## src/rtl/modport_ctrl_if.sv

```systemverilog
// ---------------------------------------------------------------------------
// modport_ctrl_if
// Bundles every non-clock, non-reset signal of the capture/readout
// controller. This includes the command inputs from the trigger stage, the
// sample stream, the sample-memory handshake and the transmitter handshake.
//
// Signals (directions seen from the controller, i.e. the slave modport):
//   set_cnt_i  in   1  load count registers from cmd_i (IDLE only)
//   cmd_i      in  32  [31:16] delay field D, [15:0] read field R
//   run_i      in   1  trigger fired
//   stb_i      in   1  sample strobe, smpls_i valid
//   smpls_i    in  32  sample word
//   mem_i      in  32  memory read data, valid the cycle after mem_read_o
//   tx_rdy_i   in   1  transmitter can accept a word
//   mem_read_o out  1  memory read request pulse
//   mem_wrt_o  out  1  memory write enable
//   mem_o      out 32  memory write data
//   tx_stb_o   out  1  tx_o valid pulse
//   tx_o       out 32  word to transmit
//
// The slave modport is taken by the controller. The master modport is
// taken by whatever drives it (surrounding core or testbench).
// ---------------------------------------------------------------------------
interface modport_ctrl_if;
  logic        set_cnt_i;
  logic [31:0] cmd_i;
  logic        run_i;
  logic        stb_i;
  logic [31:0] smpls_i;
  logic [31:0] mem_i;
  logic        tx_rdy_i;
  logic        mem_read_o;
  logic        mem_wrt_o;
  logic [31:0] mem_o;
  logic        tx_stb_o;
  logic [31:0] tx_o;

  modport slave (
    input  set_cnt_i, cmd_i, run_i, stb_i, smpls_i, mem_i, tx_rdy_i,
    output mem_read_o, mem_wrt_o, mem_o, tx_stb_o, tx_o
  );

  modport master (
    output set_cnt_i, cmd_i, run_i, stb_i, smpls_i, mem_i, tx_rdy_i,
    input  mem_read_o, mem_wrt_o, mem_o, tx_stb_o, tx_o
  );
endinterface

```

## src/rtl/modport_ctrl.sv

```systemverilog
// ---------------------------------------------------------------------------
// modport_ctrl
// Capture/readout controller of the logic analyzer core.
//
// While armed, every strobed sample word is written into sample memory. After
// the trigger, a programmed number of post-trigger strobes (4*D) is still
// captured. Then 4*(R+1) words are read back from memory and handed to the
// UART transmitter, one per handshake.
//
// Ports:
//   clk_i   in  1  system clock, rising edge
//   rst_in  in  1  synchronous reset, active high
//   bus         modport_ctrl_if.slave (command, sample, memory and tx signals)
//
// All outputs come straight from flops; there is no combinational path from
// any input to any output.
// ---------------------------------------------------------------------------
module modport_ctrl (
  input logic           clk_i,
  input logic           rst_in,
  modport_ctrl_if.slave bus
);

  typedef enum logic [2:0] {
    IDLE,
    DELAY,
    READ,
    RDWAIT,
    RDLATCH
  } state_e;

  state_e      state_q;
  logic [15:0] rdCnt_q;
  logic [15:0] dlyCnt_q;
  logic [17:0] cnt_q;
  logic        memRead_q;
  logic        memWrt_q;
  logic [31:0] memData_q;
  logic        txStb_q;
  logic [31:0] txData_q;

  logic [17:0] rdTarget;
  logic [17:0] dlyTarget;
  logic [17:0] cntPlus1;

  // Targets are kept in 18 bits, matching the counter width. For R = 0xFFFF
  // the read target wraps to 0. The counter wraps to 0 on the same word, so
  // the equality test still ends the readout after 4*65536 words.
  assign rdTarget  = ({2'b00, rdCnt_q} + 18'd1) << 2;
  assign dlyTarget = {dlyCnt_q, 2'b00};
  assign cntPlus1  = cnt_q + 18'd1;

  assign bus.mem_read_o = memRead_q;
  assign bus.mem_wrt_o  = memWrt_q;
  assign bus.mem_o      = memData_q;
  assign bus.tx_stb_o   = txStb_q;
  assign bus.tx_o       = txData_q;

  // Single registered FSM. The pulse outputs (write enable, read request,
  // tx strobe) default low every cycle, and each state raises the ones it
  // needs. Write data and tx data hold their last value between pulses.
  //
  // The shared counter counts post-trigger strobes in DELAY and delivered
  // words in the READ group. It is cleared whenever control crosses between
  // the capture side (IDLE/DELAY) and the readout side.
  //
  // In READ, a new word is not requested while tx_stb_o is still high, so
  // the transmitter always sees the previous strobe drop first.
  always_ff @(posedge clk_i) begin
    if (rst_in) begin
      state_q   <= IDLE;
      rdCnt_q   <= '0;
      dlyCnt_q  <= '0;
      cnt_q     <= '0;
      memRead_q <= 1'b0;
      memWrt_q  <= 1'b0;
      memData_q <= '0;
      txStb_q   <= 1'b0;
      txData_q  <= '0;
    end else begin
      memRead_q <= 1'b0;
      memWrt_q  <= 1'b0;
      txStb_q   <= 1'b0;
      case (state_q)
        IDLE: begin
          if (bus.set_cnt_i) begin
            rdCnt_q  <= bus.cmd_i[15:0];
            dlyCnt_q <= bus.cmd_i[31:16];
          end
          if (bus.stb_i) begin
            memWrt_q  <= 1'b1;
            memData_q <= bus.smpls_i;
          end
          if (bus.run_i) begin
            state_q <= DELAY;
            cnt_q   <= '0;
          end
        end
        DELAY: begin
          if (bus.stb_i) begin
            memWrt_q  <= 1'b1;
            memData_q <= bus.smpls_i;
          end
          if (cnt_q == dlyTarget) begin
            state_q <= READ;
            cnt_q   <= '0;
          end else if (bus.stb_i) begin
            cnt_q <= cntPlus1;
          end
        end
        READ: begin
          if (bus.tx_rdy_i && !txStb_q) begin
            memRead_q <= 1'b1;
            state_q   <= RDWAIT;
          end
        end
        RDWAIT: begin
          state_q <= RDLATCH;
        end
        RDLATCH: begin
          txData_q <= bus.mem_i;
          txStb_q  <= 1'b1;
          if (cntPlus1 == rdTarget) begin
            state_q <= IDLE;
            cnt_q   <= '0;
          end else begin
            state_q <= READ;
            cnt_q   <= cntPlus1;
          end
        end
        default: begin
          state_q <= IDLE;
        end
      endcase
    end
  end

endmodule

```

## src/flat_wrapper.sv

```systemverilog
// flat-port wrapper written by rule: the top's interface ports become plain ports
module modport_ctrl_flat 
  (clk_i, rst_in, bus_set_cnt_i, bus_cmd_i, bus_run_i, bus_stb_i, bus_smpls_i, bus_mem_i, bus_tx_rdy_i, bus_mem_read_o, bus_mem_wrt_o, bus_mem_o, bus_tx_stb_o, bus_tx_o);
  modport_ctrl_if bus_i ();
  input logic clk_i;
  input logic rst_in;
  input wire logic [$bits(bus_i.set_cnt_i)-1:0] bus_set_cnt_i;
  input wire logic [$bits(bus_i.cmd_i)-1:0] bus_cmd_i;
  input wire logic [$bits(bus_i.run_i)-1:0] bus_run_i;
  input wire logic [$bits(bus_i.stb_i)-1:0] bus_stb_i;
  input wire logic [$bits(bus_i.smpls_i)-1:0] bus_smpls_i;
  input wire logic [$bits(bus_i.mem_i)-1:0] bus_mem_i;
  input wire logic [$bits(bus_i.tx_rdy_i)-1:0] bus_tx_rdy_i;
  output wire logic [$bits(bus_i.mem_read_o)-1:0] bus_mem_read_o;
  output wire logic [$bits(bus_i.mem_wrt_o)-1:0] bus_mem_wrt_o;
  output wire logic [$bits(bus_i.mem_o)-1:0] bus_mem_o;
  output wire logic [$bits(bus_i.tx_stb_o)-1:0] bus_tx_stb_o;
  output wire logic [$bits(bus_i.tx_o)-1:0] bus_tx_o;
  assign bus_i.set_cnt_i = bus_set_cnt_i;
  assign bus_i.cmd_i = bus_cmd_i;
  assign bus_i.run_i = bus_run_i;
  assign bus_i.stb_i = bus_stb_i;
  assign bus_i.smpls_i = bus_smpls_i;
  assign bus_i.mem_i = bus_mem_i;
  assign bus_i.tx_rdy_i = bus_tx_rdy_i;
  assign bus_mem_read_o = bus_i.mem_read_o;
  assign bus_mem_wrt_o = bus_i.mem_wrt_o;
  assign bus_mem_o = bus_i.mem_o;
  assign bus_tx_stb_o = bus_i.tx_stb_o;
  assign bus_tx_o = bus_i.tx_o;
  modport_ctrl u_core (.clk_i(clk_i), .rst_in(rst_in), .bus(bus_i));
endmodule
```

## config.mk

```make
export PLATFORM = sky130hd
export DESIGN_NAME = modport_ctrl_flat
export DESIGN_NICKNAME = d
export VERILOG_FILES = /design/src/rtl/modport_ctrl_if.sv /design/src/rtl/modport_ctrl.sv /design/src/flat_wrapper.sv
export SDC_FILE = /design/constraint.sdc
export NUM_CORES = 1
export LEC_CHECK = 0
export CAP_MARGIN = 10
export CORE_MARGIN = 2
export CORE_UTILIZATION = 30
export CTS_BUF_LIST = sky130_fd_sc_hd__clkbuf_16
export DETAILED_ROUTE_END_ITERATION = 12
export GPL_ROUTABILITY_DRIVEN = 0
export GPL_TIMING_DRIVEN = 1
export PLACE_DENSITY = 0.59
export SLEW_MARGIN = 40
export SYNTH_ARGS = -nofsm -noshare
export SYNTH_HDL_FRONTEND = slang
export SYNTH_SLANG_ARGS = --single-unit
```

## constraint.sdc

```tcl
create_clock -name clk_i -period 3 [get_ports clk_i]
set_input_delay 0.6 -clock clk_i [delete_from_list [all_inputs] [get_ports clk_i]]
set_output_delay 0.6 -clock clk_i [all_outputs]
set_load 0.03 [all_outputs]
```

==> results of run 1 <==
-- cells in the final DEF, fill, tap and decap left out, types with 7 or more instances in the layout --
| master | instances |
|---|---|
| a21oi_1 | 98 |
| a31oi_1 | 9 |
| buf_4 | 38 |
| clkbuf_16 | 17 |
| clkdlybuf4s50_1 | 167 |
| dfxtp_1 | 117 |
| inv_1 | 12 |
| nand2_1 | 213 |
| nand3_1 | 18 |
| nand4_1 | 10 |
| nor2_1 | 18 |
| nor2b_1 | 7 |
| o21ai_0 | 17 |
| xnor2_1 | 33 |
| xor2_1 | 10 |
-- layer usage --
metal  routed length [um]  global-route usage (%)
met1                 8050                   22.89
met2                 8663                   28.22
met3                 1040                   3.565
met4                  569                   8.566
met5                    0                       0
-- area by class of cell --
cell class,count,area [um2],area share [%]
timing repair buffer,206,1977,23.08
clock inverter,15,215.2,2.512
tap,260,325.3,3.797
clock buffer,17,425.4,4.966
sequential,120,2406,28.09
inverter,11,41.29,0.4820
multi-input combinational,552,3177,37.08
-- worst min path at each step --
stage,endpoint,slack (ns),depth (start not counted)
after global routing,u_core.bus.tx_o[14],0.47,2
after detailed placement,u_core.bus.tx_o[19],0.45,2
final,u_core.bus.mem_o[28],0.45,2
after CTS,u_core.bus.tx_o[30],0.45,2
after global placement,u_core.bus.tx_o[28],0.44,2
after floorplan,u_core.rdCnt_q[15],0.44,2
-- metrics by stage --
| step | hold WS [ns] | setup WS (ns) | utilization, % | cell area, um2 |
|---|---|---|---|---|
| floorplan | 0.4363 | 0.3558 | - | 5831 |
| global placement | 0.4411 | 0.2426 | 41.89 | 7914 |
| detailed placement | 0.4463 | 0.1017 | 41.89 | 7914 |
| CTS | 0.4537 | 0.09296 | 45.28 | 8554 |
| global route | 0.4703 | 0.009581 | 45.34 | 8567 |
| finish | 0.4517 | 0.07930 | 45.34 | 8567 |
-- cell families after synthesis --
group	after synthesis	synth area share, %
AND/OR/NAND/NOR	332	27.96
adder cells (fa/ha/maj)	3	0.6438
flip-flops	120	41.20
AO/OA/AOI/OAI	172	18.26
XOR/XNOR	45	7.232
buffers and inverters	65	4.700
-- worst max-delay path: stages, from the launching register on --
cell and delay, ns:
dfxtp_1 0.56, and2_1 0.25, nand3_2 0.12, or4_4 0.56, a211oi_4 0.32, nor4_2 0.11, a31oi_2 0.27, o21ai_4 0.10
buf_4 0.18, o41ai_1 0.31
-- power by group through the flow --
stage                     combinational, W  sequential (W)  clock, W
after detailed placement          0.000859         0.00178         0
final                             0.000859         0.00175   0.00222
after CTS                         0.000864         0.00175   0.00227
after global routing              0.000936         0.00176   0.00234
after floorplan                   0.000406         0.00185         0
after global placement            0.000854         0.00178         0
-- flip-flops by register name, summed over array words and instances (netlist names) --
register	cells
u_core.dlyCnt_q	16
u_core.bus.mem_wrt_o	1
u_core.bus.tx_o	32
u_core.state_q	3
u_core.rdCnt_q	16
u_core.bus.tx_stb_o	1
u_core.cnt_q	18
u_core.bus.mem_o	32
u_core.bus.mem_read_o	1
-- synth_stat cells (all sizes together) (11+ instances only) --
cell type  instances  share of area, %
nand4             13               1.9
inv               11              0.71
dfxtp            120                41
nor4              14               2.6
nor2              19               1.2
o21ai             22               2.1
a21oi             98               8.4
nand3             21               2.1
xnor2             33               5.0
buf               16               1.5
clkbuf            38               2.4
nand2            213                14
-- what timing repair did --
item	CTS	global route
setup buffers	0	0
setup endpoints to repair	0	12
gates resized for setup	0	5
==> results_dict.tcl, run 1 <==
set metrics [dict create \
    status "complete, no violations" \
    relSlewSlack_pct 49.32 \
    synth-main-ff-cell "dfxtp_1" \
    fin_setup_tns_ns 0 \
    ys_warn_count 0 \
    p_sw_share_pct 27.92 \
    ctsHtreeMaxLevel 4 \
    async_reset_ff_share_pct 0 \
    hpwl_um 12990 \
    nFillCells 1944 \
    power_switching_w 0.001348 \
    io_pins 169 \
    critPathLaunch "u_core.cnt_q[8]" \
    num_vias 5751 \
    fin_cells 1181 \
    cts_buffers 17 \
    io_buffers 168 \
    drive_above_1_share_pct 11.94 \
    grt_overflow 0 \
    drt_iter0_drc 307 \
    fp.dieH_um 143.4 \
    viasPerCell 4.870 \
    cts.path.max_buffers 2 \
    synthesis.nets 842 \
    skew_ns 0.009742 \
    holdBufCountCts 0 \
    startpoint_type "flop" \
    die-area_um2 20570 \
    fp.coreArea_um2 18890 \
    drc 0 \
    tritoncts "done" \
    cts.sinks 120 \
    avgSynthCellArea_um2 7.911 \
    combPwrFrac_pct 17.8 \
    p_per_area_nw_per_um2 563.8 \
    area_growth_pct 46.93 \
    diodes 0 \
    setup_viol 0 \
    r2r-end "u_core.cnt_q[3]" \
    hold_violations 0 \
    grt_pass1_vias 5394 \
    min_from "u_core.bus.mem_o[28]" \
    synth_cell_types 66 \
    nNetsFinal 1013 \
    maxCapViolCount 0 \
    clkPwrFrac_pct 46.0 \
    antenna_found_initial 0 \
    rsz0062_at_grt "false" \
    power.internal_w 0.003482 \
    crit_required_ns 3.29 \
    arrival_ns 3.21 \
    drt-wirelength-per-cell_um 15.52 \
    die_x_um 143.4 \
    ir_drop_v 0.0004272 \
    grt_max_degree 62 \
    yosysSeqAreaShare_pct 41.20 \
    synth-edff-count 0 \
    routed_wl_um 18320 \
    worst_pin_slew_ns 0.7575 \
    power.total_w 0.004830 \
    finalCriticalPeriod_ns 2.921 \
    cp_max_fo 6 \
    dpl.cell_count 1149 \
    r2r_cells 9 \
    fin_crit_sh_pct 97.36 \
    maxSlewViolCount 0 \
    regToRegSetupSlack_ns 0.08 \
    p_leak_nw 3.045 \
    core.rowCount 50 \
    fmax_mhz 342.4 \
    dr.pass1.iters 5 \
    criticalPathCategory "reg -> reg" \
    hp-class "reg -> reg" \
    root_buffer "clkbuf_16" \
    syn_inst 737 \
    seqPwrFrac_pct 36.2 \
    start_util_pct 30.86 \
    endpoint_kind "flop" \
    ys_ff_latch 120 \
    grt_pass1_wl_um 28460 \
    clock_latency_ns 0.42 \
    netlist_area_um2 5831 \
    grt_usage_pct 17.70 \
    r2r-start "u_core.cnt_q[8]" \
    path_clk_slew_ns 0.06 \
    endpoint "u_core.cnt_q[3]" \
    postRouteAntennaNets 0 \
]
No activity file was read; power rests on OpenSTA's default activity.
==> run 2: changes to the inputs <==
--- a/config.mk
+++ b/config.mk
@@ -5,6 +5,7 @@
 export SDC_FILE = /design/constraint.sdc
 export NUM_CORES = 1
 export LEC_CHECK = 0
+export ABC_AREA = 1
 export CAP_MARGIN = 10
 export CORE_MARGIN = 2
 export CORE_UTILIZATION = 30
@@ -12,7 +13,8 @@
 export DETAILED_ROUTE_END_ITERATION = 12
 export GPL_ROUTABILITY_DRIVEN = 0
 export GPL_TIMING_DRIVEN = 1
-export PLACE_DENSITY = 0.59
+export PLACE_DENSITY = 0.58
+export SKIP_CTS_REPAIR_TIMING = 1
 export SLEW_MARGIN = 40
 export SYNTH_ARGS = -nofsm -noshare
 export SYNTH_HDL_FRONTEND = slang
==> run 2 against run 1 <==
Combinational power rose by 21%. Clock skew fell by 0.00052 ns. Largest cell class unchanged. Highest routed layer unchanged. First-iteration DRC count fell by 12%. Sequential power rose by 4%. Register-to-register slack improved by 0.43 ns. Sequential share of layout area rose by 0.14 points. Utilization fell by 1.9 points.
==> results_dict.tcl, run 2 <==
set metrics [dict create \
    holdWs_ns 0.4432 \
    ys_ff_latch 120 \
    skew_ns 0.009226 \
    crit_required_ns 3.34 \
    ir_drop_v 0.0003938 \
    worst_pin_slew_ns 0.5450 \
    criticalPathCategory "reg -> reg" \
    cp_max_fo 18 \
    start_util_pct 30.71 \
    fin_cells 1323 \
    finalCriticalPeriod_ns 2.495 \
    maxCapViolCount 0 \
    fin_setup_tns_ns 0 \
    synth_cell_types 35 \
    synth_top_area_cell "dfxtp_1" \
    io_buffers 168 \
    drc 0 \
    diodes 0 \
    design_area_um2 8511 \
    core.rowCount 51 \
    drive_above_1_share_pct 9.168 \
    viasPerCell 4.556 \
    fp.coreArea_um2 19590 \
    io_pins 169 \
    synth_area_leaders "dfxtp_1, nand2_1, a21oi_1, nor2_1, inv_1" \
    slowest_delay_ns 0.45 \
    final_core_util_pct 43.44 \
    synth_top_area_share_pct 39.93 \
    die-area_um2 21210 \
    arrival_ns 2.84 \
    setup_viol 0 \
    relSlewSlack_pct 63.50 \
    async_reset_ff_share_pct 0 \
    rsz0062_at_grt "false" \
    yosysSeqAreaShare_pct 39.93 \
    hold_path_depth 1 \
    grt_pass1_vias 5987 \
    endpoint_kind "flop" \
    fin_crit_sh_pct 83.18 \
    dr.pass1.iters 5 \
    path_clk_slew_ns 0.06 \
    synth-edff-count 0 \
    startpoint_type "flop" \
    r2r-start "u_core.cnt_q[1]" \
    synthesis.nets 997 \
    clock_latency_ns 0.42 \
    grt_usage_pct 17.62 \
    drt-wirelength-per-cell_um 13.64 \
    grt_overflow 0 \
    avgSynthCellArea_um2 6.746 \
    routed_wl_um 18040 \
    synth-main-ff-cell "dfxtp_1" \
    p_per_area_nw_per_um2 580.1 \
    hold_violations 0 \
    min_from "u_core.bus.tx_stb_o" \
    cts.path.max_buffers 2 \
    status "complete, no violations" \
    path_cells "ha_1 -> inv_1 -> nor2_2 -> nand3_1 -> xor2_1 -> inv_1 -> nand2_1 -> nand2_1 -> nand2_1 -> nor2_1 -> nand2_1 -> nand2_2 -> nand2_4 -> nand2_1 -> a21oi_1" \
    mostFrequentLayoutCells "nand2_1, clkdlybuf4s50_1, dfxtp_1" \
    hpwl_um 12960 \
    antenna_found_initial 0 \
    hp-class "reg -> reg" \
    r2r_cells 15 \
    maxSlewViolCount 0 \
    critPathLaunch "u_core.cnt_q[1]" \
    slowest_stage "dfxtp_1" \
    ys_warn_count 0 \
    ctsHtreeMaxLevel 4 \
    die_x_um 145.6 \
    postRouteAntennaNets 0 \
    p_leak_nw 3.214 \
    num_vias 6027 \
    grt_max_degree 59 \
    grt_pass1_wl_um 30160 \
    fp.dieH_um 145.6 \
    drt_iter0_drc 271 \
    tritoncts "done" \
    yosys-top-cells-count "nand2_1, dfxtp_1, a21oi_1" \
    syn_inst 892 \
    timing.critical_path.mode_cell "nand2_1" \
    fmax_mhz 400.7 \
    final_common_cell "nand2_1" \
    dpl.cell_count 1291 \
    nNetsFinal 1150 \
    cts_buffers 17 \
    root_buffer "clkbuf_16" \
    yosysMostFrequentCell "nand2_1" \
    netlist_area_um2 6017 \
    placed_area_um2 7911 \
    area_growth_pct 41.44 \
    cts.sinks 120 \
]
run 2: layer usage:
metal  wire length [um]  GRT usage (%)  up-vias
met5                  0              0        -
met2               7992          27.94      159
met4                327          6.275        0
met1               8290          21.69     2654
met3               1431          7.053       26
li1                   -              -     3188
run 2: stage by stage:
| step | setup slack [ns] | power [W] |
|---|---|---|
| finish | 0.5046 | 0.004937 |
| global route | 0.2306 | 0.005192 |
| CTS | 0.5119 | 0.004995 |
| detailed placement | 0.5433 | 0.002895 |
| global placement | 0.5586 | 0.002901 |
| floorplan | 0.9075 | 0.002485 |
run 2: critical path: cells and delay by family, from the launching register on:
kind | cells | cell delay [ns]
simple gates | 10 | 1.01
flops | 1 | 0.45
fa+ha+maj | 1 | 0.32
xor+xnor | 1 | 0.31
compound gates | 1 | 0.17
buf+inv | 2 | 0.15
run 2: path summary, 6_finish.rpt:
kind / slack (ns) / endpoint
min: 0.44 / u_core.bus.mem_read_o
max: 0.50 / u_core.cnt_q[15]
min reg2reg: 0.44 / u_core.bus.mem_read_o
max reg2reg: 0.50 / u_core.cnt_q[15]
run 2: cells by family after synthesis:
family | synth area share, %
flip-flops | 39.93
adder cells (fa/ha/maj) | 0.6239
AND/OR/NAND/NOR | 37.37
XOR/XNOR | 2.474
AO/OA/AOI/OAI | 12.33
buffers and inverters | 7.278
run 2: cell type report:
class	count	area, um2
sequential	120	2402
multi-input combinational	665	3191
fill	2027	11080
clock buffer	17	425.4
inverter	65	244.0
timing repair buffer	176	1752
tap	265	331.6
clock inverter	15	165.2
run 2: power breakdown:
| part | switching [W] | total [W] | internal, W |
|---|---|---|---|
| sequential | 0.0000977 | 0.00182 | 0.00172 |
| clock | 0.000837 | 0.00208 | 0.00124 |
| combinational | 0.000626 | 0.00104 | 0.000415 |
